## config.mk

```make
export PLATFORM = sky130hd
export DESIGN_NAME = bytes2bits_stream_ctrl
export DESIGN_NICKNAME = d
export VERILOG_FILES = /design/src/rtl/bytes2bits_stream_ctrl.sv
export SDC_FILE = /design/constraint.sdc
export NUM_CORES = 1
export LEC_CHECK = 0
export ABC_AREA = 1
export CAP_MARGIN = 20
export CORE_ASPECT_RATIO = 0.75
export CORE_MARGIN = 1.5
export CORE_UTILIZATION = 59
export DETAILED_ROUTE_END_ITERATION = 8
export HOLD_SLACK_MARGIN = 0.08
export PLACE_DENSITY = 0.79
export SYNTH_ARGS = -nofsm -noshare
export SYNTH_HDL_FRONTEND = slang
export SYNTH_HIERARCHICAL = 1
export SYNTH_SLANG_ARGS = --single-unit
```

## constraint.sdc

```tcl
create_clock -name clk_i -period 1.86 [get_ports clk_i]
set_input_delay 0.372 -clock clk_i [delete_from_list [all_inputs] [get_ports clk_i]]
set_output_delay 0.372 -clock clk_i [all_outputs]
set_load 0.02 [all_outputs]
```

## src/rtl/bytes2bits_stream_ctrl.sv

```systemverilog
// -----------------------------------------------------------------------------
// bytes2bits_stream_ctrl
//   Sequencer around the bytes2bits packer for ByteDecode-style unpacking.
//   Collects N_BYTES bytes, packs them LSB-first (byte k -> word[8k+:8]), then
//   emits the packed word as C = N_BYTES*8/D fields of D bits, field 0 first,
//   over a valid/ready handshake. Repeats for N_BLOCKS blocks per start_i and
//   pulses done_o once after the last field of the job.
//
// Optional feature macro: B2B_CTRL_PREFETCH_EN
//   Defined     : a second N_BYTES buffer collects the next block during EMIT,
//                 giving a zero-bubble block switch when it is already full.
//   Not defined : single buffer; byte_ready_o is low throughout EMIT.
//
// Ports
//   clk_i         in   1   clock, rising edge
//   rst_i         in   1   synchronous active-high reset
//   start_i       in   1   begin a job (honoured only in IDLE)
//   byte_valid_i  in   1   byte_i is valid
//   byte_i        in   8   input byte
//   byte_ready_o  out  1   controller accepts byte_i this cycle
//   coef_valid_o  out  1   coef_o is valid
//   coef_o        out  D   current field
//   coef_ready_i  in   1   downstream accepts coef_o
//   busy_o        out  1   high in every state except IDLE
//   done_o        out  1   one-cycle pulse at job end
// -----------------------------------------------------------------------------

// Byte-vector to bit-vector packer: byte k lands at bit_vec[8k+:8].
module bytes2bits #(
  parameter int N_BYTES = 4
) (
  input  logic [N_BYTES-1:0][7:0] byte_vec,
  output logic [N_BYTES*8-1:0]    bit_vec
);
  // Packed-array layout already places element k at bits [8k+:8].
  assign bit_vec = byte_vec;
endmodule

module bytes2bits_stream_ctrl #(
  parameter int N_BYTES  = 4,
  parameter int D        = 4,
  parameter int N_BLOCKS = 2
) (
  input  logic         clk_i,
  input  logic         rst_i,
  input  logic         start_i,
  input  logic         byte_valid_i,
  input  logic [7:0]   byte_i,
  output logic         byte_ready_o,
  output logic         coef_valid_o,
  output logic [D-1:0] coef_o,
  input  logic         coef_ready_i,
  output logic         busy_o,
  output logic         done_o
);

  localparam int W     = N_BYTES * 8;
  localparam int C     = W / D;
  localparam int CNT_W = (N_BYTES  > 1) ? $clog2(N_BYTES)  : 1;
  localparam int FLD_W = (C        > 1) ? $clog2(C)        : 1;
  localparam int BLK_W = (N_BLOCKS > 1) ? $clog2(N_BLOCKS) : 1;

  if ((N_BYTES * 8) % D != 0) begin : g_bad_d
    $error("bytes2bits_stream_ctrl: N_BYTES*8 (%0d) is not a multiple of D (%0d)", W, D);
  end
  if (N_BLOCKS < 1) begin : g_bad_blocks
    $error("bytes2bits_stream_ctrl: N_BLOCKS must be >= 1");
  end

  typedef enum logic [1:0] {IDLE, LOAD, EMIT, DONE} state_e;

  state_e state_q, state_d;

  logic [N_BYTES-1:0][7:0] byte_buf_q;
  logic [N_BYTES-1:0][7:0] load_buf;
  logic [N_BYTES-1:0][7:0] b2b_in;
  logic [W-1:0]            packed_word;
  logic [W-1:0]            word_q;
  logic [CNT_W-1:0]        byte_cnt_q;
  logic [FLD_W-1:0]        field_cnt_q;
  logic [BLK_W-1:0]        block_cnt_q;

  logic byte_take, coef_take;
  logic last_byte, last_field, last_block;

  assign last_byte  = (byte_cnt_q  == CNT_W'(N_BYTES - 1));
  assign last_field = (field_cnt_q == FLD_W'(C - 1));
  assign last_block = (block_cnt_q == BLK_W'(N_BLOCKS - 1));

`ifdef B2B_CTRL_PREFETCH_EN
  logic [N_BYTES-1:0][7:0] pf_buf_q;
  logic [N_BYTES-1:0][7:0] pf_load_buf;
  logic [CNT_W-1:0]        pf_cnt_q;
  logic                    pf_full_q;
  logic                    pf_complete;

  // Prefetch only while there is room and the job still has another block.
  assign byte_ready_o = (state_q == LOAD) ||
                        ((state_q == EMIT) && !pf_full_q && !last_block);

  // Next block is ready either from earlier cycles or by the byte taken now.
  assign pf_complete = pf_full_q ||
                       ((state_q == EMIT) && byte_take && (pf_cnt_q == CNT_W'(N_BYTES - 1)));

  always_comb begin
    pf_load_buf           = pf_buf_q;
    pf_load_buf[pf_cnt_q] = byte_i;
  end

  assign b2b_in = (state_q == EMIT) ? pf_load_buf : load_buf;
`else
  assign byte_ready_o = (state_q == LOAD);
  assign b2b_in       = load_buf;
`endif

  assign coef_valid_o = (state_q == EMIT);
  assign busy_o       = (state_q != IDLE);
  assign done_o       = (state_q == DONE);
  assign byte_take    = byte_valid_i && byte_ready_o;
  assign coef_take    = coef_valid_o && coef_ready_i;

  // Field select comes only from registers, so coef_o is stable during stalls.
  assign coef_o = coef_valid_o ? word_q[int'(field_cnt_q) * D +: D] : '0;

  // Byte buffer with the incoming byte merged into its slot, so the word can
  // be captured in the same cycle the final byte is accepted.
  always_comb begin
    load_buf             = byte_buf_q;
    load_buf[byte_cnt_q] = byte_i;
  end

  bytes2bits #(.N_BYTES(N_BYTES)) u_b2b (
    .byte_vec (b2b_in),
    .bit_vec  (packed_word)
  );

  // ---------------------------------------------------------------------------
  // Next-state logic
  // ---------------------------------------------------------------------------
  always_comb begin
    // NOTE: default assignment first so no path leaves state_d unassigned,
    // which would otherwise infer a latch.
    state_d = state_q;
    unique case (state_q)
      IDLE: if (start_i) state_d = LOAD;
      LOAD: if (byte_take && last_byte) state_d = EMIT;
      EMIT: begin
        if (coef_take && last_field) begin
          if (last_block) begin
            state_d = DONE;
          end else begin
`ifdef B2B_CTRL_PREFETCH_EN
            state_d = pf_complete ? EMIT : LOAD;
`else
            state_d = LOAD;
`endif
          end
        end
      end
      DONE: state_d = IDLE;
      default: state_d = IDLE;
    endcase
  end

  // NOTE: sequential state uses non-blocking assignments so every register
  // samples the pre-edge values regardless of block ordering.
  always_ff @(posedge clk_i) begin
    if (rst_i) state_q <= IDLE;
    else       state_q <= state_d;
  end

  // NOTE: the byte buffers are not reset; every slot is rewritten before the
  // packed word is captured, and clearing the counters discards partial data.
  always_ff @(posedge clk_i) begin
    if (byte_take && (state_q == LOAD)) byte_buf_q <= load_buf;
`ifdef B2B_CTRL_PREFETCH_EN
    if (byte_take && (state_q == EMIT)) pf_buf_q <= pf_load_buf;
    // Bytes prefetched but not yet a full block move to the main buffer.
    if ((state_q == EMIT) && coef_take && last_field && !last_block && !pf_complete)
      byte_buf_q <= pf_load_buf;
`endif
  end

  // ---------------------------------------------------------------------------
  // Counters and word register
  // ---------------------------------------------------------------------------
  always_ff @(posedge clk_i) begin
    if (rst_i) begin
      byte_cnt_q  <= '0;
      field_cnt_q <= '0;
      block_cnt_q <= '0;
      word_q      <= '0;
`ifdef B2B_CTRL_PREFETCH_EN
      pf_cnt_q    <= '0;
      pf_full_q   <= 1'b0;
`endif
    end else begin
      unique case (state_q)
        IDLE: begin
          if (start_i) begin
            byte_cnt_q  <= '0;
            field_cnt_q <= '0;
            block_cnt_q <= '0;
          end
        end
        LOAD: begin
          if (byte_take) begin
            if (last_byte) begin
              byte_cnt_q  <= '0;
              field_cnt_q <= '0;
              word_q      <= packed_word;
            end else begin
              byte_cnt_q <= byte_cnt_q + 1'b1;
            end
          end
        end
        EMIT: begin
`ifdef B2B_CTRL_PREFETCH_EN
          if (byte_take) begin
            if (pf_cnt_q == CNT_W'(N_BYTES - 1)) begin
              pf_cnt_q  <= '0;
              pf_full_q <= 1'b1;
            end else begin
              pf_cnt_q <= pf_cnt_q + 1'b1;
            end
          end
`endif
          if (coef_take) begin
            if (last_field) begin
              field_cnt_q <= '0;
              block_cnt_q <= last_block ? '0 : block_cnt_q + 1'b1;
`ifdef B2B_CTRL_PREFETCH_EN
              if (!last_block) begin
                pf_cnt_q  <= '0;
                pf_full_q <= 1'b0;
                if (pf_complete) word_q     <= packed_word;
                else             byte_cnt_q <= pf_cnt_q + CNT_W'(byte_take);
              end
`endif
            end else begin
              field_cnt_q <= field_cnt_q + 1'b1;
            end
          end
        end
        DONE: begin
        end
        default: begin
        end
      endcase
    end
  end

endmodule
```

==> results of run 1 <==
## state kept, by name, indices dropped and copies added, names as in the netlist
signal,flops
block_cnt_q,1
byte_buf_q,32
byte_cnt_q,2
field_cnt_q,3
state_q,2
word_q,32
## worst paths after layout
| path | end | cells past startpoint | startpoint |
|---|---|---|---|
| setup / recovery | coef_o[3] | 8 | field_cnt_q[0]$_SDFFE_PP0P_ |
| hold / removal | word_q[19]$_SDFFE_PP0P_ | 2 | word_q[19]$_SDFFE_PP0P_ |
| setup reg to reg | word_q[24]$_SDFFE_PP0P_ | 6 | byte_cnt_q[0]$_SDFFE_PP0P_ |
| hold reg to reg | word_q[19]$_SDFFE_PP0P_ | 2 | word_q[19]$_SDFFE_PP0P_ |
## repair_timing
item                       CTS  global route
resized for setup           23            10
setup buffers                0             1
setup endpoints to repair    8             4
pin swaps                    0             0
cloned                       0             1
## layout by cell type (no fill, tap or decap), types with 10 or more instances in the layout
cell type         n
dfxtp_1          38
a21oi_1          35
clkbuf_8         10
mux2_2           24
o21ai_0          14
clkdlybuf4s50_1  12
nor2_1           41
edfxtp_1         32
buf_4            20
nand3_1          48
nand2_1          98
inv_1            27
## cells by family (layout without fill, tap and decap cells)
family | Yosys count | after routing
adder cells (fa/ha/maj) | 6 | 6
AND/OR/NAND/NOR | 193 | 193
AO/OA/AOI/OAI | 51 | 51
flip-flops | 72 | 72
buffers and inverters | 86 | 89
multiplexers | 24 | 24
## critical path, cell delays in order (launching register included)
cell	delay, ps
dfxtp_4	390
buf_12	130
nor2_1	40
nor2_1	100
nand2_1	60
nand3_1	80
nand2_1	50
nor2_1	90
buf_4	140
## area by class of cell
type	count	share of cell area
Clock inverter	5	0.00814
Timing Repair Buffer	42	0.106
Clock buffer	11	0.0354
Sequential cell	72	0.443
Inverter	31	0.0298
Multi-Input combinational cell	274	0.354
Tap cell	78	0.0244
## metrics by stage
stage	hold slack [ps]	setup WS, ps	TNS, ps
2_1_floorplan	436	297	0
3_3_place_gp	451	-102	-384
3_5_place_dp	452	-126	-465
4_1_cts	463	19.8	0
5_1_grt	477	-65.0	-189
6_report	466	42.7	0
## power breakdown
part | internal (mW) | switching [mW] | total [mW]
combinational | 0.868 | 1.20 | 2.07
clock | 0.515 | 0.574 | 1.09
sequential | 1.94 | 0.129 | 2.07
## per-layer routing
metal  wire (um)  vias to the layer above  track usage
met5           0                        -            0
li1            -                     1379            -
met1        3620                     1329        0.355
met4          91                        0       0.0746
met3         454                       11       0.0796
met2        3710                       74        0.414
==> metrics.md, run 1 <==
| Metric | Value |
|---|---|
| Outcome | complete, no violations |
| Max-cap viol count | 0 |
| Core area | 5920 um^2 |
| First-pass iteration count of the detailed router | 4 |
| Largest net degree at the start of global routing | 34 |
| Fin. max-slew vios | 0 |
| DR vias/cell | 5.44 |
| CTS root buf | clkbuf_8 |
| Average size of a mapped cell | 8.48 um^2 |
| Pwr/cell area | 1310 nW/um^2 |
| Hold/Removal Path Class | register to register |
| Number of synthesized register bits | 72 |
| CTS sink count | 72 |
| Slew of the pin with the lowest slew margin | 402 ps |
| Post-route design area | 4000 um^2 |
| Most frequent cells after synthesis | nand2_1, nand3_1, nor2_1 |
| H-Tree Depth | 3 |
| Synth Cell Area | 3660 um^2 |
| Synth Area in Simple Gates | 0.221 |
| Gr ovfl total | 0 |
| Vias in the first global route | 2689 |
| Synth top area cells | edfxtp_1, dfxtp_1, nand2_1 |
| DP Wirelength | 5520 um |
| Req. time, crit path | 1490 ps |
| Mux contribution to synthesized area | 0.0738 |
| Max Buffers Root-to-Sink | 2 |
| Mapped Cells | 432 |
| Post-Place Cells | 495 |
| Crit start category | register |
| Final worst-path cycle share | 0.977 |
| Remaining DRCs | 0 |
| 1st-iter DRT viols | 208 |
| I/O Pins | 21 |
| Final setup fails | 0 |
| Via count | 2793 |
| TritonCTS Buffers | 9 |
| PortBufs | 20 |
| CTS tree | built |
| Dpl cell area | 3790 um^2 |
| CP Max Fanout | 11 |
| Standard-cell rows | 24 |
| P&R area growth vs syn | 9.05% |
| Nets | 449 |
| Slew headroom | 0.729 |
| Syn_nets | 451 |
| Most used flip-flop cell after synthesis | dfxtp_1 |
| Share of post-route cells with drive strength above 1 | 0.172 |
| Unrepaired setup endpoints after global routing | true |
| Multi-input logic area | 1410 um^2 |
| Max rail drop VDD | 0.634 mV |
| Largest family of logic cells by synthesized area | simple AND/OR/NAND/NOR gates |
| PnR Total Power | 5.23 mW |
| Final std cells w/o fill | 513 |
| First-pass GRT wire length | 13100 um |
| Register Area | 1770 um^2 |
| Number of diodes | 0 |
| Die span in x | 94.0 um |
| Placer Congestion | 0.908 |
| Final Hold Viols | 0 |
| Worst reg2reg setup slack | 260 ps |
| Largest area contributor in the netlist | edfxtp_1 |
| Fin crit period | 1820 ps |
| Initial Util | 0.619 |
| Clk slew on worst S/H paths | 70 ps |
| Post-DRT Antenna Nets | 0 |
| Number of synthesized flops with an enable pin | 32 |
| Worst EP arrival | 1450 ps |
| Post-Route WL | 7880 um |
| Util after Layout | 0.675 |
| XOR/XNOR Fraction of Synth Area | 0 |
| Fillers | 464 |
| Ys async rst share | 0 |
| Seq/Total Area, Yosys | 0.481 |
| Yosys cell types | 22 |
| Post-synth top area share | 0.262 |
| Leakage power | 1.53 nW |
| Worst Setup End Kind | primary output |
| Layout Skew | 3.60 ps |
| Post-synthesis compound-gate area fraction | 0.0697 |
| Vert. Die Dim | 71.2 um |
| Setup CP Type | register to primary output |
| GRT Overall Usage | 0.263 |
| Ys Warns | 6 |
| Fmax | 550 MHz |
| Die area | 6700 um^2 |
| Count leader, synth | nand2_1 |
| Routed wire per std cell | 15.4 um |
| Clock Latency Late Sink | 350 ps |
| Adder-cell share of the synthesized area | 0.0205 |
| Cts hold-fix bufs | 0 |
| Initial antenna violation count | 0 |
No activity file was read; power rests on OpenSTA's default activity.
==> run 2: changes to the inputs <==
--- a/config.mk
+++ b/config.mk
@@ -13,6 +13,7 @@
 export DETAILED_ROUTE_END_ITERATION = 8
 export HOLD_SLACK_MARGIN = 0.08
 export PLACE_DENSITY = 0.79
+export SKIP_LAST_GASP = 1
 export SYNTH_ARGS = -nofsm -noshare
 export SYNTH_HDL_FRONTEND = slang
 export SYNTH_HIERARCHICAL = 1
==> run 2 against run 1 <==
  * Wire length down 1.6%
  * Maximum frequency down 0.49%
  * Final cell count down 0.19%
  * Sequential share of layout area up 0.11 points
  * First-iteration DRC count down 20%
  * Die area unchanged
  * Global-route usage about the same
  * Flip-flop and latch count unchanged
  * Setup slack worse by 9.0 ps
  * Core utilization down 0.17 points
  * Critical path type unchanged
  * Critical endpoint unchanged
==> metrics.md, run 2 (synthesis results as in run 1) <==
| Metric | Value |
|---|---|
| Final worst-path cycle share | 0.982 (was 0.977) |
| Die span in x | 94.0 um (unchanged) |
| Vert. Die Dim | 71.2 um (unchanged) |
| Gr ovfl total | 0 (unchanged) |
| Max Buffers Root-to-Sink | 2 (unchanged) |
| I/O Pins | 21 (unchanged) |
| WL met3 | 466 um (was 454 um) |
| Setup WS pre-CTS | -126 ps (unchanged) |
| Vias in the first global route | 2687 (was 2689) |
| PnR Total Power | 5.20 mW (was 5.23 mW) |
| Clock Latency Late Sink | 350 ps (about the same) |
| Standard-cell rows | 24 (unchanged) |
| DP Wirelength | 5520 um (unchanged) |
| Die area | 6700 um^2 (unchanged) |
| DR vias/cell | 5.35 (was 5.44) |
| Unrepaired setup endpoints after global routing | true (unchanged) |
| Fmax | 548 MHz (was 550 MHz) |
| Number of diodes | 0 (unchanged) |
| Worst Setup End Kind | primary output (unchanged) |
| Initial Util | 0.619 (unchanged) |
| Final WS setup | 33.7 ps (was 42.7 ps) |
| Hold/Removal Path Class | register to register (unchanged) |
| Multi-input logic area | 1410 um^2 (unchanged) |
| H-Tree Depth | 3 (unchanged) |
| Post-Route WL | 7750 um (was 7880 um) |
| Top Registers | byte_buf_q (32), word_q (32), field_cnt_q (3) (unchanged) |
| Outcome | complete, no violations (unchanged) |
| Initial antenna violation count | 0 (unchanged) |
| CTS sink count | 72 (unchanged) |
| Remaining DRCs | 0 (unchanged) |
| PortBufs | 20 (unchanged) |
| Final Hold Viols | 0 (unchanged) |
| 1st-iter DRT viols | 167 (was 208) |
| Hold WS | 467 ps (was 466 ps) |
| Register Area | 1770 um^2 (unchanged) |
| Slew headroom | 0.719 (was 0.729) |
| Nets | 448 (was 449) |
| Slew of the pin with the lowest slew margin | 417 ps (was 402 ps) |
| Post-DRT Antenna Nets | 0 (unchanged) |
| Top Metal Used | met4 (unchanged) |
| Req. time, crit path | 1490 ps (about the same) |
| TritonCTS Buffers | 9 (unchanged) |
| First-pass iteration count of the detailed router | 4 (unchanged) |
| CP Max Fanout | 11 (unchanged) |
| Crit start category | register (unchanged) |
| Setup CP Type | register to primary output (unchanged) |
| Share of post-route cells with drive strength above 1 | 0.171 (was 0.172) |
| First-pass GRT wire length | 13100 um (about the same) |
| Wire length on met2 | 3620 um (was 3710 um) |
| Final setup fails | 0 (unchanged) |
| Most frequent cells in the layout | nand2_1, nand3_1, nor2_1 (unchanged) |
| CTS tree | built (unchanged) |
| M1 wire length | 3580 um (was 3620 um) |
| Fin. max-slew vios | 0 (unchanged) |
| CTS root buf | clkbuf_8 (unchanged) |
| Max rail drop VDD | 0.632 mV (was 0.634 mV) |
| GRT Overall Usage | 0.262 (was 0.263) |
| Cts hold-fix bufs | 0 (unchanged) |
| P&R area growth vs syn | 8.78% (was 9.05%) |
| Layout Skew | 4.25 ps (was 3.60 ps) |
| Worst hold path startpoint | word_q[0]$_SDFFE_PP0P_ (was word_q[19]$_SDFFE_PP0P_) |
| Fin crit period | 1830 ps (was 1820 ps) |
| CP startpoint | field_cnt_q[0]$_SDFFE_PP0P_ (unchanged) |
| Most common cell after layout, fill and taps aside | nand2_1 (unchanged) |
| Via count | 2738 (was 2793) |
| Fillers | 466 (was 464) |
| Clk slew on worst S/H paths | 70 ps (about the same) |
| Worst EP arrival | 1450 ps (about the same) |
| Routed wire per std cell | 15.1 um (was 15.4 um) |
| FF-to-FF Start | byte_cnt_q[0]$_SDFFE_PP0P_ (unchanged) |
| Max-cap viol count | 0 (unchanged) |
| Pwr/cell area | 1310 nW/um^2 (about the same) |
| Post-CTS Setup Repair Bufs | 0 (unchanged) |
| Placer Congestion | 0.908 (unchanged) |
| Core area | 5920 um^2 (unchanged) |
| Largest net degree at the start of global routing | 34 (unchanged) |
| Leakage power | 1.53 nW (about the same) |
| Post-Route Setup TNS | 0 ps (unchanged) |
run 2: path summary, 6_finish.rpt:
path,slack [ps],end,cells past startpoint
hold / removal,470,word_q[0]$_SDFFE_PP0P_,2
setup reg to reg,250,field_cnt_q[0]$_SDFFE_PP0P_,6
setup / recovery,30,coef_o[3],8
hold reg to reg,470,word_q[0]$_SDFFE_PP0P_,2
run 2: metal layers:
layer	global-route usage	vias to the layer above
li1	-	1379
met4	0.0746	0
met1	0.354	1285
met3	0.0796	8
met5	0	-
met2	0.414	66
run 2: area by class of cell:
cell class	count	share of cell area
clock buffers	11	0.0355
multi-input cells	274	0.355
flip-flops and latches	72	0.444
well taps	78	0.0245
clock inverters	5	0.00816
repair buffers	41	0.103
inverters	31	0.0298
run 2: repair_timing:
item / CTS / global route
gates cloned: 0 / 1
endpoints found under the hold margin: 0 / 0
gates resized for setup: 21 / 11
setup endpoints to repair: 8 / 4
run 2: worst max-delay path, cell delays in order, from the launching register on:
cell	delay, ps
dfxtp_4	390
buf_12	130
nor2_1	40
nor2_1	100
nand2_1	60
nand3_1	80
nand2_1	50
nor2_1	80
buf_2	160
run 2: stage by stage:
stage / instances / utilization / cell area (um^2)
floorplan: 432 / - / 3660
global placement: 495 / 0.640 / 3790
detailed placement: 495 / 0.640 / 3790
CTS: 511 / 0.667 / 3940
global route: 512 / 0.674 / 3990
finish: 512 / 0.674 / 3990
run 2: where the power goes:
| group | switching [mW] | internal (mW) |
|---|---|---|
| Sequential | 0.132 | 1.94 |
| Combinational | 1.18 | 0.854 |
| Clock | 0.580 | 0.515 |
==> run 3: changes to the inputs <==
--- a/config.mk
+++ b/config.mk
@@ -5,9 +5,8 @@
 export SDC_FILE = /design/constraint.sdc
 export NUM_CORES = 1
 export LEC_CHECK = 0
-export ABC_AREA = 1
 export CAP_MARGIN = 20
-export CORE_ASPECT_RATIO = 0.75
+export CORE_ASPECT_RATIO = 1.5
 export CORE_MARGIN = 1.5
 export CORE_UTILIZATION = 59
 export DETAILED_ROUTE_END_ITERATION = 8
==> run 3 against run 2 <==
  * The run now ends with negative setup slack left
  * Final area decreased by 0.47%
  * Global-route usage decreased by 1.9 points
  * Count of clock-buffer cells in the layout unchanged
  * Sequential share of layout area increased by 0.15 points
  * Via count decreased by 12%
  * Register-to-register slack got worse by 30 ps
  * Area after synthesis decreased by 3.1%
  * Combinational power decreased by 91%
  * Largest power group unchanged
  * Critical path type unchanged
  * Highest routed layer unchanged
  * Maximum frequency decreased by 5.3%
  * Largest cell class unchanged
  * Final cell count decreased by 17%
==> metrics.md, run 3 <==
| Metric | Value |
|---|---|
| Dpl cell area | 3740 um^2 (was 3790 um^2) |
| Final Hold Viols | 0 (unchanged) |
| Final setup fails | 4 (was 0) |
| Sw frac | 0.222 (was 0.363) |
| Net switching power | 0.691 mW (was 1.89 mW) |
| Remaining DRCs | 0 (unchanged) |
| Standard-cell rows | 34 (was 24) |
| Clock power share | 0.396 (was 0.210) |
| Top Registers | byte_buf_q (32), word_q (32), field_cnt_q (3) (unchanged) |
| Max Buffers Root-to-Sink | 2 (unchanged) |
| Seq/Total Area, Yosys | 0.496 (was 0.481) |
| Synth top area cells | edfxtp_1, dfxtp_1, mux2_2 (was edfxtp_1, dfxtp_1, nand2_1) |
| H-Tree Depth | 3 (unchanged) |
| Initial antenna violation count | 0 (unchanged) |
| PnR Total Power | 3.12 mW (was 5.20 mW) |
| Vias in the first global route | 2420 (was 2687) |
| CTS sink count | 72 (unchanged) |
| First-pass iteration count of the detailed router | 4 (unchanged) |
| Placer Congestion | 0.887 (was 0.908) |
| CP Max Fanout | 6 (was 11) |
| Mapped Cells | 340 (was 432) |
| Count leader, synth | nand2_1 (unchanged) |
| Sequential share of power | 0.543 (was 0.399) |
| Via count | 2423 (was 2738) |
| Ys Warns | 6 (unchanged) |
| CTS root buf | clkbuf_8 (unchanged) |
| Most frequent cells in the layout | nand2_1, dfxtp_1, a21oi_1 (was nand2_1, nand3_1, nor2_1) |
| Fin crit period | 1930 ps (was 1830 ps) |
| GR Util met2 | 0.408 (was 0.414) |
| Gr ovfl total | 0 (unchanged) |
| Vert. Die Dim | 98.0 um (was 71.2 um) |
| Post-synth top area share | 0.271 (was 0.262) |
| Final WS setup | -69.0 ps (was 33.7 ps) |
| I/O Pins | 21 (unchanged) |
| Setup CP Type | register to primary output (unchanged) |
| Pwr/cell area | 786 nW/um^2 (was 1310 nW/um^2) |
| Clk slew on worst S/H paths | 80 ps (was 70 ps) |
| Crit start category | register (unchanged) |
| Average size of a mapped cell | 10.4 um^2 (was 8.48 um^2) |
| CP cell instances | buf_6 > mux2i_1 > a22oi_1 > and4_1 > buf_6 (was buf_12 > nor2_1 > nor2_1 > nand2_1 > nand3_1 > nand2_1 > nor2_1 > buf_2) |
| 1st-iter DRT viols | 165 (was 167) |
| Max rail drop VDD | 0.625 mV (was 0.632 mV) |
| Slew of the pin with the lowest slew margin | 328 ps (was 417 ps) |
| DP Wirelength | 4940 um (was 5520 um) |
| Final worst-path cycle share | 1.04 (was 0.982) |
| P&R area growth vs syn | 11.7% (was 8.78%) |
| Fin. max-slew vios | 0 (unchanged) |
| Most common cell after layout, fill and taps aside | nand2_1 (unchanged) |
| Most frequent cells after synthesis | nand2_1, dfxtp_1, a21oi_1 (was nand2_1, nand3_1, nor2_1) |
| Hold/Removal Path Class | register to register (unchanged) |
| Die span in x | 66.3 um (was 94.0 um) |
| Number of diodes | 0 (unchanged) |
| DR vias/cell | 5.69 (was 5.35) |
| P_int | 2.43 mW (was 3.31 mW) |
| Share of post-route cells with drive strength above 1 | 0.277 (was 0.171) |
| Syn_nets | 359 (was 451) |
| Violated checks | negative setup slack |
| Worst path slowest cell | dfxtp_4 (unchanged) |
| First-pass GRT wire length | 11900 um (was 13100 um) |
| Layout Skew | 13.4 ps (was 4.25 ps) |
| Leakage power | 1.37 nW (was 1.53 nW) |
| Most used flip-flop cell after synthesis | dfxtp_1 (unchanged) |
| Post-Route WL | 7290 um (was 7750 um) |
| Fmax | 518 MHz (was 548 MHz) |
| Comb power frac | 0.061 (was 0.391) |
| Most frequent CP cell | buf_6 (was nor2_1) |
| Slowest stage delay, CP | 360 ps (was 390 ps) |
| Routed wire per std cell | 17.1 um (was 15.1 um) |
| Yosys cell types | 33 (was 22) |
| Cts hold-fix bufs | 0 (unchanged) |
| PortBufs | 20 (unchanged) |
| Req. time, crit path | 1490 ps (about the same) |
| Initial Util | 0.614 (was 0.619) |
| Outcome | finished with violations (was complete, no violations) |
| GR Layer Usage met1 | 0.297 (was 0.354) |
| Unrepaired setup endpoints after global routing | true (unchanged) |
| Synth Cell Area | 3550 um^2 (was 3660 um^2) |
| Largest net degree at the start of global routing | 37 (was 34) |
| Worst EP arrival | 1560 ps (was 1450 ps) |
| Die area | 6500 um^2 (was 6700 um^2) |
| Clock Latency Late Sink | 350 ps (about the same) |
| Met3 global-route usage | 0.0645 (was 0.0796) |
| Core area | 5790 um^2 (was 5920 um^2) |
| GRT busiest layer | met2 (unchanged) |
| GRT Overall Usage | 0.244 (was 0.262) |
| Largest area contributor in the netlist | edfxtp_1 (unchanged) |
| CTS tree | built (unchanged) |
| TritonCTS Buffers | 9 (unchanged) |
| Max-cap viol count | 0 (unchanged) |
| Ys async rst share | 0 (unchanged) |
| Worst Setup End Kind | primary output (unchanged) |
| Post-DRT Antenna Nets | 0 (unchanged) |
| Nets | 368 (was 448) |
| Post-route design area | 3970 um^2 (was 3990 um^2) |
| Number of synthesized flops with an enable pin | 32 (unchanged) |
| Number of synthesized register bits | 72 (unchanged) |
| Slew headroom | 0.775 (was 0.719) |
==> run 3: changes by cell type in the layout (fill, tap and decap cells not counted), sizes merged, moves of 5 or more <==
cell   delta
nor2     -41
mux2      +9
nand2    -29
nand3    -44
a21oi     +5
inv      -27
buf      +12
o21ai    -10
mux2i    +18
==> run 3: path summary, 6_finish.rpt <==
kind | from | to | slack, ps | cells past startpoint
max | field_cnt_q[1]$_SDFFE_PP0P_ | coef_o[2] | -70 | 5
max reg2reg | field_cnt_q[1]$_SDFFE_PP0P_ | field_cnt_q[1]$_SDFFE_PP0P_ | 220 | 6
min reg2reg | word_q[1]$_SDFFE_PP0P_ | word_q[1]$_SDFFE_PP0P_ | 460 | 2
min | word_q[1]$_SDFFE_PP0P_ | word_q[1]$_SDFFE_PP0P_ | 460 | 2
==> run 3: area by class of cell <==
| cell class | count | area, um^2 |
|---|---|---|
| Inverter | 3 | 11.3 |
| Multi-Input combinational cell | 211 | 1420 |
| Clock inverter | 5 | 56.3 |
| Fill cell | 430 | 1820 |
| Clock buffer | 11 | 141 |
| Timing Repair Buffer | 52 | 482 |
| Tap cell | 72 | 90.1 |
| Sequential cell | 72 | 1770 |
==> run 3: kinds of logic (layout without fill, tap and decap cells) <==
group | after synthesis | in the layout | synth area share
compound gates | 54 | 54 | 0.0860
simple gates | 100 | 100 | 0.133
mux | 51 | 51 | 0.155
flops | 72 | 72 | 0.496
buf+inv | 57 | 71 | 0.108
fa+ha+maj | 6 | 6 | 0.0211
==> run 3: power groups by stage <==
stage,Clock [mW],Combinational [mW],Sequential [mW]
finish,1.23,0.190,1.69
floorplan,0,0.152,1.73
global placement,0,0.187,1.73
global route,1.32,0.206,1.69
CTS,1.24,0.191,1.69
detailed placement,0,0.193,1.73
==> run 3: what timing repair did <==
item / CTS / global route
setup buffers: 2 / 1
pin swaps: 5 / 6
resized for setup: 31 / 10
setup endpoints to repair: 8 / 5
==> run 3: through the flow <==
stage	instances	hold slack (ps)	TNS [ps]	setup WS, ps	util
CTS	427	459	-371	-163	0.684
global placement	409	447	-439	-136	0.646
global route	426	481	-440	-122	0.686
floorplan	340	436	0	208	-
finish	426	460	-182	-69.0	0.686
detailed placement	409	448	-562	-176	0.646
==> run 3: worst max-delay path, delay by kind of cell, from the launching register on <==
family                 cells  cell delay, ps
buffers and inverters      2             270
AO/OA/AOI/OAI              1             190
flip-flops                 1             360
AND/OR/NAND/NOR            1             260
multiplexers               1             130
==> run 3: per-layer routing <==
metal	vias to the layer above	wire length, um
met2	57	3780
met1	1183	3070
met5	-	0
li1	1170	-
met4	0	121
met3	13	324
